--- src/rtl/id_ex_elastic_reg.sv ---
// Elastic ID/EX pipeline register: 2-entry skid buffer with valid/ready handshake and flush.
// Optional macro PIPE_PERF_EN adds saturating stall/bubble performance counters.
module id_ex_elastic_reg #(
    parameter int DATA_WIDTH = 32,
    parameter int NUM_WORDS  = 4,
    parameter int CTRL_WIDTH = 16
`ifdef PIPE_PERF_EN
    ,
    parameter int CNT_WIDTH  = 16
`endif
) (
    input  logic                              clk,
    input  logic                              rst,
    input  logic                              flush,
    input  logic                              in_valid,
    output logic                              in_ready,
    input  logic [CTRL_WIDTH-1:0]             in_ctrl,
    input  logic [NUM_WORDS*DATA_WIDTH-1:0]   in_data,
    output logic                              out_valid,
    input  logic                              out_ready,
    output logic [CTRL_WIDTH-1:0]             out_ctrl,
    output logic [NUM_WORDS*DATA_WIDTH-1:0]   out_data
`ifdef PIPE_PERF_EN
    ,
    output logic [CNT_WIDTH-1:0]              stall_cnt,
    output logic [CNT_WIDTH-1:0]              bubble_cnt
`endif
);

    localparam int PW = NUM_WORDS * DATA_WIDTH;

    logic            r_main_valid;
    logic [CTRL_WIDTH-1:0] r_main_ctrl;
    logic [PW-1:0]   r_main_data;
    logic            r_skid_valid;
    logic [CTRL_WIDTH-1:0] r_skid_ctrl;
    logic [PW-1:0]   r_skid_data;

    logic            w_acc;
    logic            w_cons;

    assign w_acc  = in_valid & ~r_skid_valid;
    assign w_cons = r_main_valid & out_ready;

    // All handshake outputs come straight from flops to keep paths short.
    assign in_ready  = ~r_skid_valid;
    assign out_valid = r_main_valid;
    assign out_ctrl  = r_main_ctrl;
    assign out_data  = r_main_data;

    always_ff @(posedge clk) begin
        if (rst) begin
            r_main_valid <= 1'b0;
            r_main_ctrl  <= '0;
            r_main_data  <= '0;
            r_skid_valid <= 1'b0;
            r_skid_ctrl  <= '0;
            r_skid_data  <= '0;
        end else if (flush) begin
            // Payload is left in place; zeroed control alone makes the slots harmless.
            r_main_valid <= 1'b0;
            r_main_ctrl  <= '0;
            r_skid_valid <= 1'b0;
            r_skid_ctrl  <= '0;
        end else if (!r_main_valid || w_cons) begin
            if (r_skid_valid) begin
                r_main_valid <= 1'b1;
                r_main_ctrl  <= r_skid_ctrl;
                r_main_data  <= r_skid_data;
                r_skid_valid <= 1'b0;
                r_skid_ctrl  <= '0;
            end else if (w_acc) begin
                r_main_valid <= 1'b1;
                r_main_ctrl  <= in_ctrl;
                r_main_data  <= in_data;
            end else begin
                r_main_valid <= 1'b0;
                r_main_ctrl  <= '0;
            end
        end else if (w_acc) begin
            r_skid_valid <= 1'b1;
            r_skid_ctrl  <= in_ctrl;
            r_skid_data  <= in_data;
        end
    end

`ifdef PIPE_PERF_EN
    logic [CNT_WIDTH-1:0] r_stall_cnt;
    logic [CNT_WIDTH-1:0] r_bubble_cnt;

    // Counters saturate and survive flush so a trap storm does not hide history.
    always_ff @(posedge clk) begin
        if (rst) begin
            r_stall_cnt  <= '0;
            r_bubble_cnt <= '0;
        end else begin
            if (r_main_valid && !out_ready && (r_stall_cnt != '1))
                r_stall_cnt <= r_stall_cnt + 1'b1;
            if (!r_main_valid && (r_bubble_cnt != '1))
                r_bubble_cnt <= r_bubble_cnt + 1'b1;
        end
    end

    assign stall_cnt  = r_stall_cnt;
    assign bubble_cnt = r_bubble_cnt;
`endif

endmodule

--- config.mk ---
export PLATFORM = sky130hd
export DESIGN_NAME = id_ex_elastic_reg
export DESIGN_NICKNAME = d
export VERILOG_FILES = /design/src/rtl/id_ex_elastic_reg.sv
export SDC_FILE = /design/constraint.sdc
export NUM_CORES = 1
export LEC_CHECK = 0
export ABC_AREA = 0
export CORE_MARGIN = 3
export CORE_UTILIZATION = 40
export DETAILED_ROUTE_END_ITERATION = 7
export PLACE_DENSITY_LB_ADDON = 0.1
export SYNTH_ARGS = -nofsm -noshare
export SYNTH_HDL_FRONTEND = slang
export SYNTH_SLANG_ARGS = --single-unit
--- constraint.sdc ---
create_clock -name clk -period 1.4 [get_ports clk]
set_input_delay 0.14 -clock clk [delete_from_list [all_inputs] [get_ports clk]]
set_output_delay 0.14 -clock clk [all_outputs]
set_load 0.02 [all_outputs]
## Yosys cells after proc, flatten, opt, wreduce, memory -nomap -nowiden

Index checks and enable logic that the tools add are counted.

| word-level totals | value |
|---|---|
| output and inout port bits | 146 |
| word-level logic and storage cells | 30 |
| bits in registers | 290 |

| operators by class | value |
|---|---|
| mux-type cells | 9 |
| bitwise logic cells | 5 |
| reductions and logical operators | 9 |
| eq/ne operators | 1 |

Operators by type and width:

| kind | number |
|---|---|
| two-way mux 128 bit | 2 |
| two-way mux 16 bit | 5 |
| AND reduction 3 bit | 2 |
| nonzero test 2 bit | 2 |
| NOT 1 bit | 3 |
| OR reduction 3 bit | 1 |
| bitwise AND 1 bit | 2 |
| two-way mux 1 bit | 2 |
| inequality test 2 bit (second input constant) | 1 |
| AND reduction 2 bit | 1 |
| OR reduction 2 bit | 1 |
| logical NOT 1 bit | 1 |
| logical OR 1 bit | 1 |

## Logic depth before layout (Yosys ltp)

| logic depth | value |
|---|---|
| depth after elaboration | 4 |
| gate-level depth with buffers | 6 |
| gate-level depth less buffers | 3 |

## Worst setup path after synthesis

No wires, ideal clock.

| path | value |
|---|---|
| path type | register -> register |
| from | register r_main_valid (netlist: out_valid) |
| to | register r_skid_data[107] |
| data arrival time | 1.488 ns |
| buffers on the path | 3 |
| stages on the path, launching flop included | 7 |
| setup slack | -0.159 ns |
| clock period less this slack | 1.559 ns |
| setup time | 0.072 ns |
| cell sequence | dfxtp_1 nand2b_4 buf_6 nor4b_4 buf_6 buf_12 mux2i_1 |

| on the way | value |
|---|---|
| longest elaborated chain between the ends | 4 |

RTL lines:

| item | RTL line | source |
|---|---|---|
| start, declared | 32 | `logic r_main_valid;` |
| start signal, assigned | 53 | `r_main_valid <= 1'b0;` |
| start signal, assigned | 61 | `r_main_valid <= 1'b0;` |
| start signal, assigned | 67 | `r_main_valid <= 1'b1;` |
| bitwise AND 1 bit or logical NOT 1 bit (tied branches) | 43, 65 |  |
| logical OR 1 bit (*) | 65 | `end else if (!r_main_valid \|\| w_cons) begin` |
| NOT 1 bit (no line) (*) | n/a |  |
| AND reduction 3 bit (no line) (*) | n/a |  |
| end signal, assigned | 83 | `r_skid_data <= in_data;` |
| end, declared | 37 | `logic [PW-1:0] r_skid_data;` |

Every way passes the cells marked *; elsewhere a longest branch is shown, timed or not.
A chain may end at the register's enable or synchronous reset.

## Worst setup path in the final report

| path | value |
|---|---|
| from | register r_skid_valid |
| to | register r_main_data[73] (netlist: out_data[73]) |

| on the way | value |
|---|---|
| longest elaborated chain between the ends | 4 |

RTL lines:

| item | RTL line | source |
|---|---|---|
| start, declared | 35 | `logic r_skid_valid;` |
| start signal, assigned | 56 | `r_skid_valid <= 1'b0;` |
| start signal, assigned | 63 | `r_skid_valid <= 1'b0;` |
| start signal, assigned | 70 | `r_skid_valid <= 1'b0;` |
| NOT 1 bit | 42 | `assign w_acc = in_valid & ~r_skid_valid;` |
| bitwise AND 1 bit | 42 |  |
| nonzero test 2 bit (no line) | n/a |  |
| AND reduction 3 bit (no line) | n/a |  |
| end signal, assigned | 69 | `r_main_data <= r_skid_data;` |
| end signal, assigned | 75 | `r_main_data <= in_data;` |
| end, declared | 34 | `logic [PW-1:0] r_main_data;` |

Parallel ways exist; a longest one is shown, timed or not.

==> reports/metrics.yaml <==
timing:
  period_minus_slack_ns: 1.52
  tightest_slew_ns: 0.458
  fin_crit_sh: 1.08
  setup_slack_ns: -0.115
  finalMaxSlewViolations: 0
  relSlewSlack: 0.695
  hold_viol: 0
  setup_viol_count_final: 241
  grt_setup_unrepaired: "true"
  max_freq_mhz: 660
  finalClockSkew_ns: 0.0217
grt:
  grt_pass1_wl_mm: 57.6
  track_usage: 0.208
  grt_pass1_vias: 10400
  overflow: 0
  antenna_found_initial: 2
  grt_max_degree: 93
floorplan:
  start_util: 0.408
  die_area_um2: 34400
  num_rows: 65
  io_pins: 295
  die_y_um: 186
  die_w_um: 186
  core_area_um2: 31600
worst_hold_path:
  worstHoldPathType: "input pin to flop"
  min_to: "r_skid_data[126]$_SDFFE_PP0P_"
  hold_depth: 3
  min_from: "in_data[126]"
layout:
  ff_latch_area_um2: 5810
  final_cells: 2025
  drive_above_1_share: 0.199
  fin_nets: 1747
  multiInputGateArea_um2: 7030
  syn_to_final_growth_pct: 49.1
  nFillCells: 2662
clock_network:
  clock_tree.buffer_depth: 3
  clock_latency_ns: 0.51
  htreeDepth: 2
  path_clk_slew_ns: 0.07
  cts_tree: "done"
  root_buffer: "clkbuf_16"
  cts_made_buffers: 34
  cts_sinks: 290
drt:
  viasPerCell: 5.23
  vias: 10600
  drtIter0Drc: 444
  ant_nets: 0
  avgRoutedWirePerCell_um: 19.3
  drt-total-wl_mm: 39.1
  firstDrtPassIters: 4
  drc: 0
yosys:
  syn_nets: 1428
  synth-seq-cells: 290
  synth_area_per_cell_um2: 10.1
  synth-compound-area-share: 0.155
  synth_cell_types: 23
  ys.flop_type: "dfxtp_1"
  synth_area_um2: 12900
  synth_edf_count: 0
  synth_mux_area_frac: 0.199
  ys_seq_area_frac: 0.450
  yosys.area_share.adder: 0
  ys_warn_count: 0
  synth_xor_area_frac: 0
  synthCells: 1279
  synth_top_family_by_area: "multiplexers"
  ys_async_sr_fraction: 0
  synthSimpleGateAreaFrac: 0.135
power:
  fin_total_pwr_w: 0.0207
  power_density_nw_per_um2: 1080
  cellLeakagePower_nw: 6.95
  irDropWorstVdd_mv: 0.737
worst_setup_path:
  rrSetupSlack_ns: -0.12
  crit_path_max_incr_delay_ns: 0.38
  cp-start-kind: "flop"
  crit_fanout: 8
  critPathCaptureType: "flop"
  crit_chain: "buf_6 > o21ba_4 > buf_12 > clkbuf_16 > a21oi_1 > a211oi_2"
  timing.rr.end: "out_data[73]$_SDFFE_PP0P_"
  cp_slowest_cell: "dfxtp_4"
  r2r-start: "r_skid_valid$_SDFFE_PP0P_"
  criticalPathCategory: "flop to flop"
  critPathArrivalTime_ns: 1.90
  required_ns: 1.78
  r2r_cells: 6
placement:
  dp.cells: 1909
  place.gp.congestion: 0.737
  numPortBuffers: 294
  hpwl_mm: 22.6
  pre_cts_ws_ns: -0.371
outcome:
  outcome: "complete, but fails checks"
  violations: "negative setup slack"
job:
  drv_cap: 0
==> placed cells by master (no fill, tap or decap), types with 5 or more instances in the layout <==
cell type          n
dlygate4sd2_1    125
buf_16            16
a22oi_1           16
buf_4             20
a21oi_1          132
dfxtp_1          288
buf_12            42
clkbuf_16         45
a211oi_1           5
buf_8              9
a21oi_2           13
nand2_1           17
mux2i_1          252
clkinv_2           5
a211oi_2         123
clkdlybuf4s50_1  147
buf_6             21
clkbuf_8           5
clkbuf_1          10
clkdlybuf4s15_1   15
o22ai_1           14
nand2b_1         256
o21ai_0           16
==> where the power goes <==
group	switching, W	total [W]	internal, W
clock	0.00344	0.00884	0.00540
sequential	0.000179	0.00874	0.00856
combinational	0.00158	0.00313	0.00155
==> worst max path at each step <==
stage                                          to                      start  slack, ns  cells after the start
finish                  out_data[73]$_SDFFE_PP0P_  r_skid_valid$_SDFFE_PP0P_      -0.12                      6
CTS                  r_skid_data[18]$_SDFFE_PP0P_     out_valid$_SDFFE_PP0P_      -0.20                      7
detailed placement   r_skid_data[80]$_SDFFE_PP0P_                  out_ready      -0.37                      6
global placement    r_skid_data[112]$_SDFFE_PP0P_                  out_ready      -0.35                      6
floorplan           r_skid_data[107]$_SDFFE_PP0P_     out_valid$_SDFFE_PP0P_      -0.04                      6
global route         r_skid_data[52]$_SDFFE_PP0P_     out_valid$_SDFFE_PP0P_      -0.17                      6
==> synth_stat cells, drive strengths merged (16+ instances only) <==
cell type | count | area, µm²
clkbuf | 61 | 229
o21ai | 16 | 80.1
nand2 | 17 | 63.8
a22oi | 16 | 120
dfxtp | 290 | 5810
a21oi | 145 | 726
o22ai | 16 | 100
mux2i | 256 | 2560
buf | 66 | 558
a211oi | 128 | 961
nand2b | 257 | 1620
==> sequential cells by signal, indices dropped and copies added (netlist names) <==
signal        cells
r_skid_valid      1
out_valid         1
r_skid_data     128
out_data        128
r_skid_ctrl      16
out_ctrl         16
==> metal layers <==
metal | GRT usage | vias up | wire (µm)
met5 | 0 | - | 19
met4 | 0.0441 | 4 | 524
met3 | 0.0426 | 44 | 2040
met2 | 0.338 | 239 | 18300
met1 | 0.288 | 5129 | 18300
li1 | - | 5179 | -
==> logic make-up (layout without fill, tap and decap cells) <==
logic type / after synthesis / after routing
compound gates: 323 / 323
mux: 256 / 256
simple gates: 282 / 282
buf+inv: 128 / 471
other cells: 0 / 1
flops: 290 / 290
==> area by class of cell <==
cell class,count,area share
antenna,1,0.000130
clock inverter,9,0.00514
inverter,1,0.000195
sequential,290,0.302
clock buffer,51,0.0529
timing repair buffer,410,0.248
multi-input combinational,861,0.366
tap,402,0.0261
==> what timing repair did <==
item | in CTS | in global routing
endpoints found under the hold margin | 7 | 0
cloned | 22 | 11
gates resized for setup | 238 | 163
hold buffers | 1 | 0
pin swaps | 2 | 24
buffers inserted | 16 | 18
setup endpoints to repair | 305 | 279
==> critical path, delay by kind of cell, from the launching register on <==
family / cells / cell delay [ns]
AOI/OAI and AO/OA: 3 / 0.55
DFF: 1 / 0.38
buffers and inverters: 3 / 0.46
==> metrics by stage <==
step           TNS, ns  utilization  instance area, µm²  hold WS, ns
4_1_cts         -24.38        0.584               18500        0.207
3_5_place_dp    -84.53        0.519               16400        0.461
6_report        -14.82        0.608               19200        0.233
5_1_grt         -29.16        0.608               19200        0.238
2_1_floorplan    -4.55            -               12900        0.295
3_3_place_gp    -79.18        0.519               16400        0.454
(Power assumes the default switching activity.)
